### src/rtl/univ_shift_reg_pkg.sv
// Shared mode encodings for the universal shift register.
// Imported by the RTL and the bench.
`timescale 1ns/1ps
package univ_shift_reg_pkg;
   localparam logic [2:0] MODE_HOLD = 3'b000;
   localparam logic [2:0] MODE_SHR  = 3'b001;
   localparam logic [2:0] MODE_SHL  = 3'b010;
   localparam logic [2:0] MODE_ROR  = 3'b011;
   localparam logic [2:0] MODE_ROL  = 3'b100;
   localparam logic [2:0] MODE_LOAD = 3'b101;
   localparam logic [2:0] MODE_CLR  = 3'b110;
endpackage

### src/rtl/usr_shift_cnt.sv
// Modulo-WIDTH operation counter with synchronous clear
// and a combinational wrap pulse on the last increment.
`timescale 1ns/1ps
module usr_shift_cnt #(
   parameter int WIDTH = 4,
   parameter int CW    = $clog2(WIDTH)
) (
   input  logic          clk,
   input  logic          rst,
   input  logic          clr,
   input  logic          inc,
   output logic [CW-1:0] cnt,
   output logic          wrap
);
   localparam logic [CW-1:0] LAST = CW'(WIDTH - 1);

   assign wrap = inc & (cnt == LAST);

   // explicit wrap keeps non-power-of-two widths correct
   always_ff @(posedge clk or posedge rst) begin
      if (rst) begin
         cnt <= '0;
      end else if (clr) begin
         cnt <= '0;
      end else if (inc) begin
         cnt <= wrap ? '0 : cnt + CW'(1);
      end
   end
endmodule

### src/rtl/univ_shift_reg.sv
// Universal shift register: hold, shift, rotate, load, clear,
// with a word_done pulse every WIDTH shift/rotate operations.
`timescale 1ns/1ps
module univ_shift_reg
   import univ_shift_reg_pkg::*;
#(
   parameter int               WIDTH   = 4,
   parameter logic [WIDTH-1:0] RST_VAL = '0,
   parameter int               CW      = $clog2(WIDTH)
) (
   input  logic             clk,
   input  logic             rst,
   input  logic             en,
   input  logic [2:0]       mode,
   input  logic             sin_l,
   input  logic             sin_r,
   input  logic [WIDTH-1:0] pdata,
   output logic [WIDTH-1:0] q,
   output logic             sout_l,
   output logic             sout_r,
   output logic [CW-1:0]    shift_cnt,
   output logic             word_done
);
   logic [WIDTH-1:0] q_nxt;
   logic             shift_op;
   logic             clr_op;
   logic             wrap;

   assign sout_l = q[WIDTH-1];
   assign sout_r = q[0];

   always_comb begin
      q_nxt    = q;
      shift_op = 1'b0;
      clr_op   = 1'b0;
      case (mode)
         MODE_HOLD: ;
         MODE_SHR: begin
            q_nxt    = {sin_l, q[WIDTH-1:1]};
            shift_op = 1'b1;
         end
         MODE_SHL: begin
            q_nxt    = {q[WIDTH-2:0], sin_r};
            shift_op = 1'b1;
         end
         MODE_ROR: begin
            q_nxt    = {q[0], q[WIDTH-1:1]};
            shift_op = 1'b1;
         end
         MODE_ROL: begin
            q_nxt    = {q[WIDTH-2:0], q[WIDTH-1]};
            shift_op = 1'b1;
         end
         MODE_LOAD: begin
            q_nxt  = pdata;
            clr_op = 1'b1;
         end
         MODE_CLR: begin
            q_nxt  = RST_VAL;
            clr_op = 1'b1;
         end
         default: ;
      endcase
   end

   usr_shift_cnt #(
      .WIDTH (WIDTH),
      .CW    (CW)
   ) u_cnt (
      .clk  (clk),
      .rst  (rst),
      .clr  (en & clr_op),
      .inc  (en & shift_op),
      .cnt  (shift_cnt),
      .wrap (wrap)
   );

   // wrap already carries en, so word_done drops whenever en is low
   always_ff @(posedge clk or posedge rst) begin
      if (rst) begin
         q         <= RST_VAL;
         word_done <= 1'b0;
      end else begin
         word_done <= wrap;
         if (en) q <= q_nxt;
      end
   end
endmodule

### config.mk
export PLATFORM = sky130hd
export DESIGN_NAME = univ_shift_reg
export DESIGN_NICKNAME = d
export VERILOG_FILES = /design/src/rtl/univ_shift_reg_pkg.sv /design/src/rtl/usr_shift_cnt.sv /design/src/rtl/univ_shift_reg.sv
export SDC_FILE = /design/constraint.sdc
export NUM_CORES = 1
export LEC_CHECK = 0
export CAP_MARGIN = 10
export CORE_MARGIN = 2
export CORE_UTILIZATION = 33
export DETAILED_ROUTE_END_ITERATION = 12
export SLEW_MARGIN = 20
export SYNTH_ARGS = -nofsm -noshare
export SYNTH_HDL_FRONTEND = slang
export SYNTH_SLANG_ARGS = --single-unit
### constraint.sdc
create_clock -name clk -period 2.8 [get_ports clk]
set_clock_uncertainty 0.15 [all_clocks]
set_input_delay 0.42 -clock clk [delete_from_list [all_inputs] [get_ports clk]]
set_output_delay 0.42 -clock clk [all_outputs]
set_load 0.005 [all_outputs]
# ---- Word level (Yosys, flattened, before mapping)
# Cells that the tools add are included.
# W data, S select, Z words.
dict set report totals {
  out_inout_bits 9
  inputBits 12
  reg_bits 7
}
dict set report op_classes {
  bitwise_logic 3
  add_sub_neg 1
  n_mux 6
  n_reduce_logical 5
  n_eq_ne 7
}
# op count
set ops {}
lappend ops {{$pmux W4 S6} 1}
lappend ops {{$eq A3 B3 Y1 const B} 3}
lappend ops {{$eq A3 B2 Y1 const B} 2}
lappend ops {{$mux W2} 3}
lappend ops {{$reduce_bool A6 Y1} 1}
lappend ops {{$reduce_or A4 Y1} 1}
lappend ops {{$and A1 B1 Y1} 3}
lappend ops {{$eq A3 B1 Y1 const B} 1}
lappend ops {{$add A2 B1 Y2 const B} 1}
lappend ops {{$eq A2 B2 Y1 const B} 1}
lappend ops {{$mux W1} 2}
lappend ops {{$reduce_and A2 Y1} 1}
lappend ops {{$reduce_bool A2 Y1} 1}
lappend ops {{$reduce_or A2 Y1} 1}

# ---- Longest topological paths before layout
dict set report depth {
  word_depth 8
  mapped_depth 5
}

# ---- Modules after synthesis
# Synthesis repeated with hierarchy kept, for this count alone.
dict set report unflattened {
  hier_cells 60
  area_unflattened_um2 544.3
}
# mod area_each_um2 cells_per_inst n_inst
set modules_own_cells {}
lappend modules_own_cells {univ_shift_reg 434.2 50 1}
lappend modules_own_cells {usr_shift_cnt 110.1 10 1}

# ---- Worst setup path before layout
# No wires, ideal clock.
dict set report synth_path {
  path_type {input to register}
  start {in mode[1]}
  end {reg q[3]}
  stages 4
  n_path_buf 1
  path_slack_ns 1.416
  arrival_ns 1.169
  required_ns 2.584
  cell_sequence {buf_6 or3_4 nand3_2 a22o_1}
}
dict set report synth_via {
  elab_chain_len 3
  elab_cells_between_ends 9
  classes_between {eq/ne (6); mux (1); reduce/logical (2)}
}
# element line
set synth_rtl {}
lappend synth_rtl {{start: declaration} univ_shift_reg.sv:14} ;# input logic [2:0] mode,
lappend synth_rtl {{$eq A3 B3 Y1, or another cell as far along} univ_shift_reg.sv:36} ;# case (mode)
lappend synth_rtl {{$reduce_bool A6 Y1 (no source line)} -}
lappend synth_rtl {{$reduce_and A2 Y1 (no source line)} -}
lappend synth_rtl {{end signal: assignment} univ_shift_reg.sv:85} ;# if (en) q <= q_nxt;
lappend synth_rtl {{end: declaration} univ_shift_reg.sv:18} ;# output logic [WIDTH-1:0] q,
# Parallel ways exist; a longest one is shown, timed or not.
# A chain may end at the register's enable or synchronous reset.

# ---- Worst setup path after layout
dict set report layout_path {
  start {in mode[2]}
  end {reg q[0]}
}
# The elaborated chain is that of the path after synthesis.

==> impl_metrics.env <==
export IMPL_num_rows=14
export IMPL_place_congestion=0.847
export IMPL_fmax_mhz=488
export IMPL_critPathKind="in2reg"
export IMPL_yosys_most_used_dff="dfrtp_1"
export IMPL_placed_cell_area_um2=727
export IMPL_cts_buffer_depth=2
export IMPL_grt_use_total_pct=14.3
export IMPL_ir_drop_mv=0.270
export IMPL_synthTopCellsByCount="dfrtp_1, inv_1, nand2_1"
export IMPL_vias=547
export IMPL_dr_pass1_iters=6
export IMPL_portBuffers=20
export IMPL_areaGrowthSynthToFinish_pct=36.8
export IMPL_cts_tree="done"
export IMPL_synth_edf_count=0
export IMPL_start_util_pct=35.7
export IMPL_syn_nets=77
export IMPL_antenna_cells=0
export IMPL_hold_path_class="in2async"
export IMPL_ys_types=35
export IMPL_period_needed_ns=2.05
export IMPL_yosysTopAreaCell="dfrtp_1"
export IMPL_n_fill_cell=164
export IMPL_postRouteAntennaNets=0
export IMPL_grt_pass1_vias=483
export IMPL_fin_nets=96
export IMPL_path_cells="clkdlybuf4s50_1 > nand2b_1 > o22ai_1 > a222oi_1 > o21ai_1"
export IMPL_drive_gt1_share_pct=9.76
export IMPL_outcome="finished clean"
export IMPL_postSynthCellCount=64
export IMPL_grt_setup_unrepaired="false"
export IMPL_slowest_stage="clkdlybuf4s50_1"
export IMPL_final_core_util_pct=48.9
export IMPL_synth_seq_area_share_pct=31.8
export IMPL_wl_um=1380
export IMPL_setup_worst_path_end_class="register"
export IMPL_drt_iter0_drc=17
export IMPL_root_buffer="clkbuf_4"
export IMPL_overflow=0
export IMPL_postCtsHoldBufs=0
export IMPL_async_reset_ff_share_pct=100
export IMPL_synth_top_area_share_pct=31.8
export IMPL_setup_violations=0
export IMPL_synthTopCellsByArea="dfrtp_1, inv_1, buf_4"
export IMPL_cpPeakStageDelay_ns=0.78
export IMPL_die_w_um=44.8
export IMPL_drv_slew=0
export IMPL_cts_resized_gates=0
export IMPL_start_kind="primary input"
export IMPL_netlist_area_um2=551
export IMPL_worst_pin_slew_ns=0.499
export IMPL_setup_tns_ns=0
export IMPL_critPathArrivalTime_ns=2.03
export IMPL_grt_max_degree=17
export IMPL_cts_num_sinks=7
export IMPL_post_place_ws_ns=0.502
export IMPL_period_share_pct=73.2
export IMPL_cts_buffers=3
export IMPL_coreArea_um2=1540
export IMPL_cap_violations=0
export IMPL_p_leak_nw=0.320
export IMPL_slew_headroom_pct=66.6
export IMPL_grt_pass1_wl_um=2080
export IMPL_clk_pin_slew_worst_paths_ns=0.05
export IMPL_seq_area_um2=175
export IMPL_powerDensity_nw_per_um2=566
export IMPL_drc_errors=0
export IMPL_post_cts_buffers=0
export IMPL_ys_warn_count=0
export IMPL_die_area_um2=2010
export IMPL_final_cell_area_um2=753
export IMPL_clock_latency_ns=0.25
export IMPL_cts_htree_levels=1
export IMPL_antenna_found_initial=0
export IMPL_avgViaCountPerCell=5.58
export IMPL_crit_required_ns=2.78
export IMPL_critPathTopFamily="buffers and inverters"
export IMPL_layout_setup_ws_ns=0.750
export IMPL_finalHoldViolations=0
export IMPL_path_max_fanout=16
export IMPL_multi_input_area_um2=305
export IMPL_post_drt_wl_per_cell_um=14.1
export IMPL_syn_area_per_cell_um2=8.60
export IMPL_path_buf_inv=1
export IMPL_ys_ff_latch=7
export IMPL_die_h_um=44.8
export IMPL_dp_hpwl_um=1010
export IMPL_io_pins=21
[routing by layer]
layer / vias to the layer above / wire [um] / GRT usage, %
met4: 0 / 0 / 1.76
met1: 246 / 636 / 19.0
met5: - / 0 / 0
li1: 275 / - / -
met3: 0 / 120 / 6.00
met2: 26 / 623 / 22.6
[kinds of logic (layout without fill, tap and decap cells)]
logic type	count (synthesis)	count (layout)	synth area share (%)
buffers and inverters	13	31	12.7
flip-flops	7	7	31.8
AND/OR/NAND/NOR	19	19	20.9
adder cells (fa/ha/maj)	2	2	4.09
AO/OA/AOI/OAI	22	22	28.4
multiplexers	1	1	2.05
[report_power, final]
group / switching (W) / leakage, nW / internal, W
combinational: 0.0000696 / 0.216 / 0.000107
clock: 0.0000365 / 0.0150 / 0.0000543
sequential: 0.0000335 / 0.0886 / 0.000125
[final cells by class]
| cell class | count | area share (%) |
|---|---|---|
| Timing Repair Buffer | 20 | 26.6 |
| Inverter | 7 | 3.49 |
| Multi-Input combinational cell | 44 | 40.5 |
| Tap cell | 16 | 2.66 |
| Sequential cell | 7 | 23.3 |
| Clock buffer | 4 | 3.49 |
[path summary, 6_finish.rpt]
| kind | endpoint | slack (ns) | startpoint | cells after the start |
|---|---|---|---|---|
| setup / recovery | q[0] | 0.75 | mode[2] | 5 |
| hold / removal | q[0] | 0.24 | rst | 2 |
| setup reg to reg | u_cnt.cnt[1] | 1.29 | u_cnt.cnt[0] | 5 |
| hold reg to reg | q[1] | 0.43 | q[1] | 2 |
| max in group asynchronous | q[1] | 2.05 | rst | 2 |
| min in group clk | q[1] | 0.43 | q[1] | 2 |
[metrics by stage]
| step | total power [W] | instances | hold slack (ns) |
|---|---|---|---|
| finish | 0.000426 | 98 | 0.242 |
| detailed placement | 0.000336 | 94 | 0.416 |
| global placement | 0.000339 | 94 | 0.418 |
| floorplan | 0.000249 | 64 | 0.0734 |
| CTS | 0.000434 | 98 | 0.243 |
| global route | 0.000459 | 98 | 0.285 |
[flip-flops by register name, summed over array words and instances, names as in the netlist]
register,cells
word_done,1
q,4
u_cnt.cnt,2
[cells in the final DEF, fill, tap and decap left out, drive strengths merged, types with 2 or more instances in the layout]
cell           synthesis  final
o221ai                 2      2
nand3                  3      3
clkbuf                 0      4
nand2b                 2      2
clkdlybuf4s50          0     20
a21oi                  2      2
o21ai                  6      6
dfrtp                  7      7
nand2                  6      6
nor2                   3      3
inv                    7      7
[worst register-to-register path, stage by stage, from the launching register on]
cell	delay (ns)
dfrtp_1	0.45
ha_1	0.34
nand2_1	0.07
nor2_1	0.05
o21ai_0	0.18
o311ai_1	0.13
No activity file was read; power rests on OpenSTA's default activity.
